`config.mk`:
```
export PLATFORM = sky130hd
export DESIGN_NAME = eu_dispatch_scheduler
export DESIGN_NICKNAME = d
export VERILOG_FILES = /design/src/rtl/eu_dispatch_scheduler.sv
export SDC_FILE = /design/constraint.sdc
export NUM_CORES = 1
export LEC_CHECK = 0
export ABC_AREA = 1
export BUFFER_PORTS_ARGS = -buffer_cell sky130_fd_sc_hd__clkbuf_2
export CAP_MARGIN = 20
export CORE_MARGIN = 8
export CORE_UTILIZATION = 50
export CTS_BUF_LIST = sky130_fd_sc_hd__clkbuf_2 sky130_fd_sc_hd__clkbuf_4 sky130_fd_sc_hd__clkbuf_8
export CTS_CLUSTER_SIZE = 14
export DETAILED_ROUTE_END_ITERATION = 10
export GPL_TIMING_DRIVEN = 0
export PLACE_DENSITY_LB_ADDON = 0.05
export SLEW_MARGIN = 20
export SYNTH_ARGS = -nofsm -noshare
export SYNTH_HDL_FRONTEND = slang
export SYNTH_SLANG_ARGS = --single-unit
export TNS_END_PERCENT = 10
```
`constraint.sdc`:
```
create_clock -name clk -period 3.15 [get_ports clk]
set_input_delay 0.7875 -clock clk [delete_from_list [all_inputs] [get_ports clk]]
set_output_delay 0.7875 -clock clk [all_outputs]
set_load 0.01 [all_outputs]
```
`src/rtl/eu_dispatch_scheduler.sv`:
```
// Holds one dispatch group and drains it to per-EU issue-queue write ports under credit control.
// Optional: `define EU_DISPATCH_BYPASS_EN to accept a new group on the edge the buffer empties.
module eu_dispatch_scheduler #(
  parameter int NUM_DISPATCH = 2,
  parameter int LOG2_NUM_EU  = 2,
  parameter int IQ_DEPTH     = 4,
  parameter int ENTRY_W      = 32
) (
  input  logic                                 clk,
  input  logic                                 reset_n,
  input  logic [NUM_DISPATCH*ENTRY_W-1:0]      instr_dispatch_i,
  input  logic [NUM_DISPATCH-1:0]              instr_dispatch_valid_i,
  input  logic [NUM_DISPATCH*LOG2_NUM_EU-1:0]  dispatched_instr_alloc_euidx_i,
  output logic                                 instr_dispatch_ready_o,
  input  logic                                 flush_i,
  output logic [(2**LOG2_NUM_EU)*ENTRY_W-1:0]  eu_instr_o,
  output logic [(2**LOG2_NUM_EU)-1:0]          eu_instr_valid_o,
  input  logic [(2**LOG2_NUM_EU)-1:0]          eu_credit_return_i,
  output logic                                 busy_o,
  output logic                                 credit_err_o
);
  localparam int NUM_EU = 2**LOG2_NUM_EU;
  localparam int CW     = $clog2(IQ_DEPTH+1);
  localparam logic [CW-1:0] CRED_MAX = CW'(IQ_DEPTH);

  typedef enum logic {EMPTY, DRAIN} state_t;
  state_t state, state_nxt;

  logic [NUM_DISPATCH-1:0] slot_valid;
  logic [ENTRY_W-1:0]      slot_entry [NUM_DISPATCH];
  logic [LOG2_NUM_EU-1:0]  slot_eu    [NUM_DISPATCH];
  logic [CW-1:0]           credit     [NUM_EU];
  logic [NUM_EU-1:0]       credit_nz;
  logic [NUM_EU-1:0]       eu_issue;
  logic [NUM_DISPATCH-1:0] slot_issue;
  logic                    all_issue;
  logic                    accept;

  always_comb begin
    for (int unsigned e = 0; e < NUM_EU; e++)
      credit_nz[e] = (credit[e] != '0);
  end

  // A slot issues when it is the oldest pending slot for its EU and that EU has a credit.
  always_comb begin
    slot_issue = '0;
    for (int unsigned i = 0; i < NUM_DISPATCH; i++) begin
      slot_issue[i] = slot_valid[i] & credit_nz[slot_eu[i]];
      for (int unsigned j = 0; j < i; j++)
        if (slot_valid[j] && (slot_eu[j] == slot_eu[i]))
          slot_issue[i] = 1'b0;
    end
    all_issue = &(~slot_valid | slot_issue);
  end

  assign accept   = instr_dispatch_ready_o & (|instr_dispatch_valid_i) & ~flush_i;
  assign eu_issue = eu_instr_valid_o & {NUM_EU{~flush_i}};

  always_ff @(posedge clk or negedge reset_n) begin
    if (!reset_n) state <= EMPTY;
    else          state <= state_nxt;
  end

  always_comb begin
    state_nxt = state;
    case (state)
      EMPTY:   if (accept) state_nxt = DRAIN;
      DRAIN: begin
        if (flush_i)        state_nxt = EMPTY;
        else if (accept)    state_nxt = DRAIN;
        else if (all_issue) state_nxt = EMPTY;
      end
      default: state_nxt = EMPTY;
    endcase
  end

  always_comb begin
    eu_instr_valid_o = '0;
    eu_instr_o       = '0;
    for (int unsigned e = 0; e < NUM_EU; e++)
      for (int unsigned i = 0; i < NUM_DISPATCH; i++)
        if (slot_issue[i] && (slot_eu[i] == LOG2_NUM_EU'(e))) begin
          eu_instr_valid_o[e]                 = 1'b1;
          eu_instr_o[e*ENTRY_W +: ENTRY_W]    = slot_entry[i];
        end
    busy_o = (state == DRAIN);
`ifdef EU_DISPATCH_BYPASS_EN
    instr_dispatch_ready_o = (state == EMPTY) || ((state == DRAIN) && all_issue && !flush_i);
`else
    instr_dispatch_ready_o = (state == EMPTY);
`endif
  end

  // Accept only happens once every old slot is gone (EMPTY, or all issuing under bypass).
  always_ff @(posedge clk or negedge reset_n) begin
    if (!reset_n) begin
      slot_valid <= '0;
      for (int unsigned i = 0; i < NUM_DISPATCH; i++) begin
        slot_entry[i] <= '0;
        slot_eu[i]    <= '0;
      end
    end else if (flush_i) begin
      slot_valid <= '0;
    end else if (accept) begin
      slot_valid <= instr_dispatch_valid_i;
      for (int unsigned i = 0; i < NUM_DISPATCH; i++) begin
        slot_entry[i] <= instr_dispatch_i[i*ENTRY_W +: ENTRY_W];
        slot_eu[i]    <= dispatched_instr_alloc_euidx_i[i*LOG2_NUM_EU +: LOG2_NUM_EU];
      end
    end else begin
      slot_valid <= slot_valid & ~slot_issue;
    end
  end

  always_ff @(posedge clk or negedge reset_n) begin
    if (!reset_n) begin
      credit_err_o <= 1'b0;
      for (int unsigned e = 0; e < NUM_EU; e++)
        credit[e] <= CRED_MAX;
    end else begin
      for (int unsigned e = 0; e < NUM_EU; e++) begin
        if (eu_issue[e] && !eu_credit_return_i[e]) begin
          credit[e] <= credit[e] - CW'(1);
        end else if (eu_credit_return_i[e] && !eu_issue[e]) begin
          if (credit[e] == CRED_MAX) credit_err_o <= 1'b1;
          else                       credit[e]    <= credit[e] + CW'(1);
        end
      end
    end
  end

endmodule

```
==> flow_metrics.tcl <==
set metrics [dict create \
    yosysUniqueCellTypes 27 \
    via_per_inst 5.67 \
    post_drt_wl_per_cell_um 17.8 \
    end_kind "primary output" \
    syn_area_mm2 0.00526 \
    hold_buffers 0 \
    power_uw 3820 \
    fp.dieH_um 119 \
    critPathKind "register to primary output" \
    path_cells "inv_1 > nand3_1 > nand2_1 > nor2_2 > nand3_1 > buf_2 > o21ai_1 > clkbuf_2" \
    syn_avg_cell_area_um2 7.09 \
    fin_hold_ws_ns 0.427 \
    hold_violations 0 \
    hp-class "input pin to asynchronous set/reset pin" \
    power_density_mw_per_mm2 566 \
    sequentialPowerShare_pct 41.0 \
    clk_latency_ns 0.36 \
    grtUsageTotal_pct 27.1 \
    core.rowCount 37 \
    core_mm2 0.0103 \
    hpwl_mm 14.3 \
    drt_first_pass_iters 6 \
    cts.htree.levels 3 \
    yosys_warnings 0 \
    grt_max_degree 85 \
    power.leakage_uw 0.00348 \
    clk_pin_slew_worst_paths_ns 0.08 \
    finalMaxSlewViolations 0 \
    setup_violations 0 \
    grt_pass1_wl_mm 31.4 \
    initial_core_util_pct 51.1 \
    skew_ns 0.0106 \
    vias 6261 \
    crit_required_ns 2.36 \
    syn_inst 741 \
    syn_to_final_growth_pct 28.5 \
    synth-seq-cells 84 \
    drive_above_1_share_pct 28.7 \
    yosysSeqAreaShare_pct 40.1 \
    slowest_stage "dfstp_2" \
    n_antenna_cell 0 \
    p_clk_share_pct 22.5 \
    overflow 0 \
    ant_nets 0 \
    cap_violations 0 \
    nets 1053 \
    peakVddDrop_uv 336 \
    switching_share_pct 41.1 \
    die_area_mm2 0.0140 \
    n_fill_cell 980 \
    cp.arrival_ns 2.32 \
    die_width_um 119 \
    numCtsBuffers 9 \
    routabilityCongestion 0.892 \
    intPower_uw 2250 \
    max_freq_ghz 0.322 \
    cts_tree "yes" \
    timing.final.crit_share_pct 98.6 \
    cts_buffer_depth 2 \
    rsz0062_at_grt "yes" \
    drt_iter0_drc 787 \
    synth_top_area_share_pct 38.1 \
    cp_max_fo 10 \
    clock_sinks 84 \
    reg2reg_depth 14 \
    grt_pass1_vias 6297 \
    final_cell_mix "nand2_1 (220), clkbuf_2 (217), o21ai_1 (120)" \
    path_common_cell "nand3_1" \
    worstMarginPinSlew_ns 0.696 \
    syn_nets 830 \
    comb_power_share_pct 36.4 \
    finalCriticalPeriod_ns 3.11 \
    root_buffer "clkbuf_8" \
    antenna_found_initial 0 \
    layout_commonest_cell "nand2_1" \
    drt_wl_total_mm 19.7 \
    relSlewSlack_pct 53.6 \
    synth_largest_area_cell "dfrtp_1" \
    drc 0 \
    p_switching_uw 1570 \
    portBuffers 211 \
    ioPinCount 212 \
    crit_path_max_incr_delay_ns 0.56 \
    status "completed" \
    start_kind "register" \
    ys_top_cells_by_area "dfrtp_1 (38%), nand2_1 (16%), o21ai_1 (11%)" \
]
## registers in the layout, summed over array words and instances (netlist names)
name          count
slot_entry       64
credit           12
slot_eu           4
slot_valid        2
busy_o            1
credit_err_o      1
## logic make-up (layout without fill, tap and decap cells)
logic type | Yosys count | count (layout) | share of synthesized area [%]
compound gates | 178 | 178 | 17.1
xor+xnor | 9 | 9 | 1.50
fa+ha+maj | 12 | 12 | 3.43
buf+inv | 122 | 350 | 9.35
flops | 84 | 84 | 40.1
simple gates | 336 | 336 | 28.5
## repair_timing
action,4_1_cts,5_1_grt
setup endpoints to repair,0,124
buffers inserted,0,1
resized for setup,0,32
## cell usage after synthesis
cell type	number
xor2_1	9
fa_1	4
dfstp_2	4
nor3_2	1
a31oi_1	3
nand2_1	220
buf_2	18
inv_1	65
clkinv_1	1
nor2_4	1
ha_1	8
nand3b_1	1
dfrtp_1	80
a31o_2	1
buf_4	3
nand3_1	17
inv_2	3
nor2_2	3
nor2_1	19
nand4_1	68
buf_1	4
a21oi_1	8
clkbuf_1	28
o21ai_0	46
nand3_2	2
or2_2	4
o21ai_1	120
## power by group through the flow
stage	sequential, uW	combinational, uW	clock [uW]
6_report	1570	1390	860
5_1_grt	1600	1550	921
4_1_cts	1560	1360	861
3_5_place_dp	1570	1360	0
3_3_place_gp	1560	1300	0
2_1_floorplan	1530	891	0
## layer usage
| layer | vias up | global-route usage, % | wire length, um | part of all wire (%) |
|---|---|---|---|---|
| li1 | 2913 | - | - | - |
| met1 | 2895 | 33.9 | 8030 | 41 |
| met2 | 401 | 42.9 | 9120 | 46 |
| met3 | 52 | 8.76 | 2130 | 11 |
| met4 | 0 | 9.96 | 425 | 2.2 |
| met5 | - | 0 | 0 | 0 |
## cell type report
type	instances	area (um^2)	area share (%)
tap	136	170	2.52
clock inverter	1	30.0	0.445
buffer	53	259	3.83
timing repair buffer	212	1070	15.9
sequential	84	2110	31.2
clock buffer	15	188	2.78
multi-input combinational	535	2670	39.5
inverter	69	259	3.83
## through the flow
| stage | setup WS [ns] | cell area (um^2) | instances | util (%) | setup TNS [ns] |
|---|---|---|---|---|---|
| floorplan | 0.573 | 5260 | 741 | - | 0 |
| global route | -0.109 | 6750 | 1105 | 65.7 | -2.23 |
| global placement | 0.335 | 6480 | 1088 | 63.1 | 0 |
| CTS | 0.0218 | 6710 | 1104 | 65.3 | 0 |
| detailed placement | 0.232 | 6490 | 1088 | 63.2 | 0 |
| finish | 0.0446 | 6750 | 1105 | 65.7 | 0 |
## path summary, 6_finish.rpt
path | endpoint | from | slack, ns
worst max-delay path | eu_instr_o[116] | credit[8] | 0.04
worst max register to register | credit[2] | credit[8] | 0.31
worst min register to register | credit[3] | credit[3] | 0.51
max in group asynchronous | slot_entry[26] | reset_n | 2.20
worst min-delay path | credit[6] | reset_n | 0.43
min in group clk | credit[3] | credit[3] | 0.51
## worst max-delay path: cells and delay by family (launching register included)
kind,cells,cell delay [ns]
flops,1,0.56
simple gates,4,0.65
compound gates,1,0.22
buf+inv,3,0.54
No activity file was read; power rests on OpenSTA's default activity.
